`src/rtl/vga_anim_pkg.sv`:
```
// rtl/vga_anim_pkg.sv - shared mode encodings and default sizes for the VGA animation sequencer
package vga_anim_pkg;

  typedef logic [1:0] mode_t;

  localparam mode_t MODE_STOP = 2'b00;
  localparam mode_t MODE_RUN  = 2'b01;
  localparam mode_t MODE_STEP = 2'b10;
  localparam mode_t MODE_AUTO = 2'b11;

  localparam int DEF_OFFSET_W     = 10;
  localparam int DEF_SPEED_W      = 4;
  localparam int DEF_HOLD_FRAMES  = 60;
  localparam int DEF_NUM_PATTERNS = 4;

endpackage

```
`src/rtl/vga_anim_sequencer_if.sv`:
```
// rtl/vga_anim_sequencer_if.sv - vsync, config handshake and pattern control bundle
interface vga_anim_sequencer_if
  import vga_anim_pkg::*;
#(
  parameter int OFFSET_W = DEF_OFFSET_W,
  parameter int SPEED_W  = DEF_SPEED_W
) ();

  logic                vsync;
  logic                cfg_valid;
  logic                cfg_ready;
  mode_t               cfg_mode;
  logic [SPEED_W-1:0]  cfg_speed;
  logic                cfg_dir;
  logic                step_req;
  logic                frame_tick;
  logic [OFFSET_W-1:0] x_offset;
  logic [1:0]          pattern_sel;
  mode_t               mode_active;

  modport master (
    output vsync, cfg_valid, cfg_mode, cfg_speed, cfg_dir, step_req,
    input  cfg_ready, frame_tick, x_offset, pattern_sel, mode_active
  );

  modport slave (
    input  vsync, cfg_valid, cfg_mode, cfg_speed, cfg_dir, step_req,
    output cfg_ready, frame_tick, x_offset, pattern_sel, mode_active
  );

endinterface

```
`src/rtl/vga_frame_tick.sv`:
```
// rtl/vga_frame_tick.sv - vsync resampler producing a one-cycle pulse per rising edge
module vga_frame_tick (
  input  logic clk,
  input  logic reset,
  input  logic i_vsync,
  output logic o_frame_tick
);

  logic r_vs_q1;
  logic r_vs_q2;

  // Both stages reset high so a vsync already high at release is not seen as an edge.
  always_ff @(posedge clk or posedge reset) begin
    if (reset) begin
      r_vs_q1 <= 1'b1;
      r_vs_q2 <= 1'b1;
    end else begin
      r_vs_q1 <= i_vsync;
      r_vs_q2 <= r_vs_q1;
    end
  end

  assign o_frame_tick = r_vs_q1 & ~r_vs_q2;

endmodule

```
`src/rtl/vga_anim_sequencer.sv`:
```
// rtl/vga_anim_sequencer.sv - frame-locked scroll/pattern controller with double-buffered config
module vga_anim_sequencer
  import vga_anim_pkg::*;
#(
  parameter int OFFSET_W     = DEF_OFFSET_W,
  parameter int SPEED_W      = DEF_SPEED_W,
  parameter int HOLD_FRAMES  = DEF_HOLD_FRAMES,
  parameter int NUM_PATTERNS = DEF_NUM_PATTERNS
) (
  input  logic                 clk,
  input  logic                 reset,
  vga_anim_sequencer_if.slave  bus
);

  localparam int HOLD_W = (HOLD_FRAMES > 1) ? $clog2(HOLD_FRAMES) : 1;

  logic                r_pend_full;
  mode_t               r_pend_mode;
  logic [SPEED_W-1:0]  r_pend_speed;
  logic                r_pend_dir;
  mode_t               r_mode;
  logic [SPEED_W-1:0]  r_speed;
  logic                r_dir;
  logic                r_step_pend;
  logic [HOLD_W-1:0]   r_hold_cnt;
  logic [1:0]          r_pattern;
  logic [OFFSET_W-1:0] r_offset;

  logic                w_tick;
  logic                w_accept;
  logic                w_apply;
  mode_t               w_next_mode;
  logic                w_move;
  logic [OFFSET_W-1:0] w_moved_off;
  logic                w_hold_wrap;

  vga_frame_tick u_frame_tick (
    .clk          (clk),
    .reset        (reset),
    .i_vsync      (bus.vsync),
    .o_frame_tick (w_tick)
  );

  assign w_accept    = bus.cfg_valid & ~r_pend_full;
  assign w_apply     = w_tick & r_pend_full;
  assign w_next_mode = w_apply ? r_pend_mode : r_mode;
  assign w_hold_wrap = (r_hold_cnt == HOLD_W'(HOLD_FRAMES - 1));
  assign w_moved_off = r_dir ? (r_offset - OFFSET_W'(r_speed)) : (r_offset + OFFSET_W'(r_speed));

  // Movement always uses the config active before any apply in the same cycle.
  always_comb begin
    w_move = 1'b0;
    case (r_mode)
      MODE_RUN, MODE_AUTO: w_move = w_tick;
      MODE_STEP:           w_move = w_tick & r_step_pend;
      default:             w_move = 1'b0;
    endcase
  end

  always_ff @(posedge clk or posedge reset) begin
    if (reset) begin
      r_pend_full  <= 1'b0;
      r_pend_mode  <= MODE_STOP;
      r_pend_speed <= '0;
      r_pend_dir   <= 1'b0;
      r_mode       <= MODE_STOP;
      r_speed      <= '0;
      r_dir        <= 1'b0;
    end else if (w_apply) begin
      r_mode      <= r_pend_mode;
      r_speed     <= r_pend_speed;
      r_dir       <= r_pend_dir;
      r_pend_full <= 1'b0;
    end else if (w_accept) begin
      r_pend_mode  <= bus.cfg_mode;
      r_pend_speed <= bus.cfg_speed;
      r_pend_dir   <= bus.cfg_dir;
      r_pend_full  <= 1'b1;
    end
  end

  always_ff @(posedge clk or posedge reset) begin
    if (reset) begin
      r_offset    <= '0;
      r_step_pend <= 1'b0;
      r_hold_cnt  <= '0;
      r_pattern   <= 2'd0;
    end else begin
      if (w_move) r_offset <= w_moved_off;

      // A request arriving while one is pending is absorbed: at most one step per frame.
      if (w_next_mode != MODE_STEP)
        r_step_pend <= 1'b0;
      else if (w_tick && r_step_pend && r_mode == MODE_STEP)
        r_step_pend <= 1'b0;
      else if (bus.step_req && r_mode == MODE_STEP)
        r_step_pend <= 1'b1;

      if (w_tick && r_mode == MODE_AUTO) begin
        if (w_hold_wrap) begin
          r_hold_cnt <= '0;
          r_pattern  <= (r_pattern == 2'(NUM_PATTERNS - 1)) ? 2'd0 : r_pattern + 2'd1;
        end else begin
          r_hold_cnt <= r_hold_cnt + HOLD_W'(1);
        end
      end
      if (w_apply && r_pend_mode == MODE_AUTO && r_mode != MODE_AUTO)
        r_hold_cnt <= '0;
    end
  end

  assign bus.cfg_ready   = ~r_pend_full;
  assign bus.frame_tick  = w_tick;
  assign bus.x_offset    = r_offset;
  assign bus.pattern_sel = r_pattern;
  assign bus.mode_active = r_mode;

endmodule

```
`src/flat_wrapper.sv`:
```
// flat-port wrapper written by rule: the top's interface ports become plain ports
module vga_anim_sequencer_flat import vga_anim_pkg::*;
#(
  parameter int OFFSET_W     = DEF_OFFSET_W,
  parameter int SPEED_W      = DEF_SPEED_W,
  parameter int HOLD_FRAMES  = DEF_HOLD_FRAMES,
  parameter int NUM_PATTERNS = DEF_NUM_PATTERNS
)
  (clk, reset, bus_vsync, bus_cfg_valid, bus_cfg_mode, bus_cfg_speed, bus_cfg_dir, bus_step_req, bus_cfg_ready, bus_frame_tick, bus_x_offset, bus_pattern_sel, bus_mode_active);
  vga_anim_sequencer_if #(.OFFSET_W(OFFSET_W), .SPEED_W(SPEED_W)) bus_i ();
  input  logic clk;
  input  logic reset;
  input wire logic [$bits(bus_i.vsync)-1:0] bus_vsync;
  input wire logic [$bits(bus_i.cfg_valid)-1:0] bus_cfg_valid;
  input wire logic [$bits(bus_i.cfg_mode)-1:0] bus_cfg_mode;
  input wire logic [$bits(bus_i.cfg_speed)-1:0] bus_cfg_speed;
  input wire logic [$bits(bus_i.cfg_dir)-1:0] bus_cfg_dir;
  input wire logic [$bits(bus_i.step_req)-1:0] bus_step_req;
  output wire logic [$bits(bus_i.cfg_ready)-1:0] bus_cfg_ready;
  output wire logic [$bits(bus_i.frame_tick)-1:0] bus_frame_tick;
  output wire logic [$bits(bus_i.x_offset)-1:0] bus_x_offset;
  output wire logic [$bits(bus_i.pattern_sel)-1:0] bus_pattern_sel;
  output wire logic [$bits(bus_i.mode_active)-1:0] bus_mode_active;
  assign bus_i.vsync = bus_vsync;
  assign bus_i.cfg_valid = bus_cfg_valid;
  assign bus_i.cfg_mode = bus_cfg_mode;
  assign bus_i.cfg_speed = bus_cfg_speed;
  assign bus_i.cfg_dir = bus_cfg_dir;
  assign bus_i.step_req = bus_step_req;
  assign bus_cfg_ready = bus_i.cfg_ready;
  assign bus_frame_tick = bus_i.frame_tick;
  assign bus_x_offset = bus_i.x_offset;
  assign bus_pattern_sel = bus_i.pattern_sel;
  assign bus_mode_active = bus_i.mode_active;
  vga_anim_sequencer #(.OFFSET_W(OFFSET_W), .SPEED_W(SPEED_W), .HOLD_FRAMES(HOLD_FRAMES), .NUM_PATTERNS(NUM_PATTERNS)) u_core (.clk(clk), .reset(reset), .bus(bus_i));
endmodule
```
`config.mk`:
```
export PLATFORM = sky130hd
export DESIGN_NAME = vga_anim_sequencer_flat
export DESIGN_NICKNAME = d
export VERILOG_FILES = /design/src/rtl/vga_anim_pkg.sv /design/src/rtl/vga_anim_sequencer_if.sv /design/src/rtl/vga_frame_tick.sv /design/src/rtl/vga_anim_sequencer.sv /design/src/flat_wrapper.sv
export SDC_FILE = /design/constraint.sdc
export NUM_CORES = 1
export LEC_CHECK = 0
export BUFFER_PORTS_ARGS = -buffer_cell sky130_fd_sc_hd__clkbuf_2
export CORE_ASPECT_RATIO = 1.75
export CORE_MARGIN = 10
export CORE_UTILIZATION = 51
export CTS_CLUSTER_DIAMETER = 50
export DETAILED_ROUTE_END_ITERATION = 10
export PLACE_DENSITY_LB_ADDON = 0.15
export RECOVER_POWER = 100
export SETUP_SLACK_MARGIN = 0.4
export SYNTH_ARGS = -nofsm -noshare
export SYNTH_HDL_FRONTEND = slang
export SYNTH_SLANG_ARGS = --single-unit
export TNS_END_PERCENT = 30
```
`constraint.sdc`:
```
create_clock -name clk -period 2.15 [get_ports clk]
set_input_delay 0.43 -clock clk [delete_from_list [all_inputs] [get_ports clk]]
set_output_delay 0.43 -clock clk [all_outputs]
set_load 0.01 [all_outputs]
```
==> reports/results.tsv, run 1 <==
metric	value	unit
grtUsageTotal	0.156	
worstMarginPinSlew	0.898	ns
cts.path.max_buffers	2	
chipHeight	103	um
met1_length	1.90	mm
gp_congestion	0.793	
violations	setup timing	
ys_ff_latch	36	
finalSetupTns	-1.37	ns
cts_buffers	5	
synth_nets	218	
synth_area	0.00200	mm2
power	4.27	mW
start_kind	register	
cts_tree	built	
die_area	0.00693	mm2
max_freq	0.408	GHz
critical_path_class	reg -> reg	
min_period	2.45	ns
clock-root-buffer	clkbuf_8	
layout_commonest_cell	dfrtp_1	
setup_slack	-0.303	ns
final_nets	276	
final_util	0.672	
r2r_start	u_core.r_speed[1]	
crit_fanout	3	
cp_common_cell	o211ai_1	
clk-insertion-delay-late	0.30	ns
synth.distinct_cells	39	
synth_edf_count	0	
placed_area	0.00236	mm2
grt_pass1_vias	1816	
rsz0062_at_grt	true	
final_hold_viol_count	0	
crit_required	2.37	ns
initial_core_util	0.523	
slew-limit-headroom	0.401	
multiInputGateArea	0.00114	mm2
diodes	0	
fin_skew	0.00600	ns
grt_pass1_wl	8.29	mm
first_iter_violations	53	
stdcell_count	299	
avgSynthCellArea	10.4	um2
cp.arrival	2.67	ns
htree_levels	2	
dpl.cell_count	284	
ioPinCount	28	
ys_warn_count	0	
async_flop_share	1.00	
p_per_area	1660	mW/mm2
cts_sinks	36	
min-delay-start	bus_vsync	
cp_cell_sequence	inv_1, ha_4, mux2_4, buf_4, fa_2, nor2b_1, o21a_1, o211ai_1, a211o_1, o211ai_1	
grt_max_degree	37	
p_leak	1.20	nW
seq_area	903	um2
grt_remaining_overflow	0	
fin_area	0.00257	mm2
final_max_slew_viol_count	0	
min_path_type	in -> reg	
cp-end-kind	register	
synth-seq-area-share	0.451	
wl_met3	283	um
vdd_drop_max	0.000975	V
dr_wl_met2	2.85	mm
area_growth	28.6	%
finalWirelength	5.18	mm
period_share	1.14	
antenna_left	0	
dp_hpwl	3.57	mm
clkSlewWorstSetupHoldPaths	0.08	ns
synth_cells	192	
highest_layer	met4	
cpMaxStageDelayCell	dfrtp_1	
antenna_found_initial	0	
vias	1727	
ys.flop_type	dfrtp_1	
portBuffers	27	
num_rows	30	
nFillCells	326	
final_layout_size_suffix_gt1_frac	0.319	
finalSetupViolations	6	
coreArea	0.00383	mm2
remaining_drc_errors	0	
wire_per_inst	17.3	um
mostFrequentLayoutCells	34 x dfrtp_1, 24 x buf_4, 18 x nand2_1	
cap_violations	0	
die_w	67.4	um
dr.pass1.iters	4	
crit_path_start	u_core.r_speed[1]	
slowest_delay	0.41	ns
vias_per_cell	5.78	
status	finished, violations left	
## layout make-up
class,count,share of cell area
repair buffers,55,0.127
well taps,48,0.0233
multi-input cells,142,0.445
clock buffers,8,0.0389
inverters,10,0.0146
flip-flops and latches,36,0.351
## metal layers
layer	track usage	vias up
li1	-	817
met1	0.154	834
met2	0.284	61
met3	0.0403	15
met4	0.0825	0
met5	0	-
## metrics by stage
step,setup slack (ns),hold slack [ns]
final,-0.303,0.218
after global routing,-0.385,0.215
after CTS,-0.221,0.207
after detailed placement,-0.218,0.376
after global placement,-0.140,0.372
after floorplan,-0.0302,0.367
## worst max-delay path, delay by kind of cell (launching register included)
kind                     cells  cell delay [ns]
buffers and inverters        2             0.26
flip-flops                   1             0.41
AO/OA/AOI/OAI                4             0.67
AND/OR/NAND/NOR              1             0.16
adder cells (fa/ha/maj)      2             0.60
multiplexers                 1             0.28
## final timing paths
check,cells past startpoint,to,slack (ns)
worst min register to register,0,u_core.u_frame_tick.r_vs_q2,0.40
min in group asynchronous,3,u_core.r_pend_speed[1],0.38
worst min-delay path,1,u_core.u_frame_tick.r_vs_q1,0.22
worst max register to register,10,u_core.bus.x_offset[8],-0.30
worst max-delay path,10,u_core.bus.x_offset[8],-0.30
max in group asynchronous,3,u_core.bus.pattern_sel[0],1.22
## flip-flops by register name (all words and copies together), names as in the netlist
register	flops
u_core.bus.x_offset	10
u_core.r_hold_cnt	6
u_core.r_pend_speed	4
u_core.r_speed	4
u_core.bus.mode_active	2
u_core.bus.pattern_sel	2
u_core.r_pend_mode	2
u_core.r_dir	1
u_core.r_pend_dir	1
u_core.r_pend_full	1
u_core.r_step_pend	1
u_core.u_frame_tick.r_vs_q1	1
u_core.u_frame_tick.r_vs_q2	1
## power by group
| part | switching (mW) | internal, mW |
|---|---|---|
| sequential | 0.223 | 0.892 |
| combinational | 1.30 | 1.31 |
| clock | 0.249 | 0.293 |
## cells by family after synthesis
logic type / count (synthesis) / synth area share
simple gates: 59 / 0.157
buf+inv: 14 / 0.0269
flops: 36 / 0.451
compound gates: 47 / 0.156
fa+ha+maj: 14 / 0.0913
mux: 18 / 0.100
xor+xnor: 4 / 0.0175
## synth_stat cells, types with 5 or more instances
library cell,number,area (um2)
ha_1,13,163
nor3_1,7,35.0
inv_1,9,33.8
mux2_2,16,180
a21oi_1,7,35.0
dfrtp_1,34,851
o21ai_0,13,65.1
nand2_1,18,67.6
nand3_1,9,45.0
a21o_1,7,52.6
nor2_1,5,18.8
o31ai_1,5,37.5
## what timing repair did
| action | in CTS | in global routing |
|---|---|---|
| gates resized for setup | 13 | 10 |
| hold buffers | 0 | 0 |
| buffers inserted | 4 | 3 |
| endpoints found under the setup margin | 10 | 16 |
| pin swaps | 7 | 12 |
| cloned | 0 | 0 |
| endpoints found under the hold margin | 0 | 0 |
(Power assumes the default switching activity.)
==> inputs of run 2 (changes only) <==
--- a/config.mk
+++ b/config.mk
@@ -6,8 +6,8 @@
 export NUM_CORES = 1
 export LEC_CHECK = 0
 export BUFFER_PORTS_ARGS = -buffer_cell sky130_fd_sc_hd__clkbuf_2
+export CAP_MARGIN = 10
 export CORE_ASPECT_RATIO = 1.75
-export CORE_MARGIN = 10
 export CORE_UTILIZATION = 51
 export CTS_CLUSTER_DIAMETER = 50
 export DETAILED_ROUTE_END_ITERATION = 10
==> run 2 against run 1 <==
Clock-buffer cell count shrank 3. Clock power grew 8.7%. Sequential power is essentially flat. The flow still finishes with violations (setup timing). Via count shrank 2.8%. Critical path type unchanged. Wire length shrank 10%. Critical endpoint is now u_core.bus.x_offset[7].
==> reports/results.tsv, run 2 (synthesized netlist as in run 1, its figures left out) <==
metric	value	unit
wire_per_inst	15.5	um
first_iter_violations	41	
dp_hpwl	3.28	mm
num_rows	29	
critical_path_class	reg -> reg	
min_period	2.36	ns
area_growth	31.8	%
diodes	0	
crit_buf_inv	1	
worstMarginPinSlew	0.867	ns
clk-insertion-delay-late	0.28	ns
p_leak	1.23	nW
chipHeight	84.9	um
power	4.56	mW
portBuffers	27	
vias_per_cell	5.61	
dpl.cell_count	283	
gp_congestion	0.899	
slew-limit-headroom	0.422	
crit_required	2.34	ns
cp-end-kind	register	
cts_tree	built	
crit_fanout	3	
die_w	49.4	um
htree_levels	2	
setup_slack	-0.211	ns
status	finished, violations left	
vias	1678	
final_max_slew_viol_count	0	
path_delay_family	compound AO/OA/AOI/OAI gates	
cts.path.max_buffers	2	
cts_buffers	5	
min_path_type	in -> reg	
hold_slack	0.228	ns
cap_violations	0	
ioPinCount	28	
fin_skew	0.00205	ns
cp.arrival	2.55	ns
remaining_drc_errors	0	
placed_area	0.00237	mm2
largest_reg_flops	10	
grt_pass1_wl	7.80	mm
final_nets	278	
grt_max_degree	37	
mostFrequentLayoutCells	34 x dfrtp_1, 26 x buf_4, 18 x nand2_1	
grtUsageTotal	0.242	
rsz0062_at_grt	true	
cp_cell_sequence	nor3_2, ha_1, mux2i_1, ha_1, a21o_1, a21oi_4, buf_6, a21oi_4, o21a_1, o31ai_2	
stdcell_count	299	
p_per_area	1730	mW/mm2
cpMaxStageDelayCell	dfrtp_1	
clkSlewWorstSetupHoldPaths	0.07	ns
antenna_found_initial	0	
grt_remaining_overflow	0	
finalSetupViolations	6	
initial_core_util	0.541	
final_layout_size_suffix_gt1_frac	0.344	
final_hold_viol_count	0	
antenna_left	0	
grt_pass1_vias	1788	
die_area	0.00419	mm2
coreArea	0.00370	mm2
dr.pass1.iters	4	
layout_commonest_cell	dfrtp_1	
max_freq	0.424	GHz
slowest_delay	0.40	ns
fin_area	0.00264	mm2
cts_sinks	36	
vdd_drop_max	0.00101	V
start_kind	register	
clock-root-buffer	clkbuf_8	
period_share	1.10	
preCtsSetupSlack	-0.289	ns
finalWirelength	4.65	mm
violations	setup timing	
run 2: through the flow:
step                       util  setup TNS (ns)
after floorplan               -         -0.0765
final                     0.713          -0.937
after detailed placement  0.640           -1.11
after global routing      0.713           -1.62
after CTS                 0.704          -0.612
after global placement    0.640          -0.432
run 2: final cells by class:
cell class | count | area, um2
Multi-Input combinational cell | 142 | 1190
Fill cell | 291 | 1060
Inverter | 10 | 37.5
Clock inverter | 3 | 42.5
Clock buffer | 5 | 68.8
Tap cell | 46 | 57.6
Timing Repair Buffer | 57 | 342
Sequential cell | 36 | 903
run 2: final timing paths:
| check | startpoint | endpoint | slack [ns] | cells after the start |
|---|---|---|---|---|
| setup / recovery | u_core.r_speed[0] | u_core.bus.x_offset[7] | -0.21 | 10 |
| hold / removal | bus_vsync | u_core.u_frame_tick.r_vs_q1 | 0.23 | 1 |
| setup reg to reg | u_core.r_speed[0] | u_core.bus.x_offset[7] | -0.21 | 10 |
| hold reg to reg | u_core.u_frame_tick.r_vs_q1 | u_core.u_frame_tick.r_vs_q2 | 0.40 | 0 |
| max in group asynchronous | reset | u_core.bus.x_offset[9] | 1.23 | 3 |
| min in group asynchronous | reset | u_core.r_speed[1] | 0.38 | 3 |
run 2: worst register-to-register path, cell delays in order, from the launching register on:
cell	delay, ns
dfrtp_1	0.40
nor3_2	0.22
ha_1	0.26
mux2i_1	0.15
ha_1	0.28
a21o_1	0.20
a21oi_4	0.16
buf_6	0.13
a21oi_4	0.05
o21a_1	0.18
o31ai_2	0.25
run 2: metal layers:
metal	share of wire	GRT usage
met5	0	0
met4	0.019	0.120
met3	0.026	0.0341
met2	0.55	0.437
met1	0.40	0.271
run 2: power by group:
part | total, mW | internal (mW) | switching, mW
clock network | 0.589 | 0.343 | 0.246
registers | 1.12 | 0.892 | 0.225
logic | 2.86 | 1.48 | 1.37
total | 4.56 | 2.72 | 1.84
run 2: timing repair:
item                                    CTS  global route
hold buffers                              0             0
pin swaps                                16            10
gates resized for setup                  21            13
endpoints found under the setup margin   10            15
buffers inserted                          4             4
hold endpoints to repair                  0             0
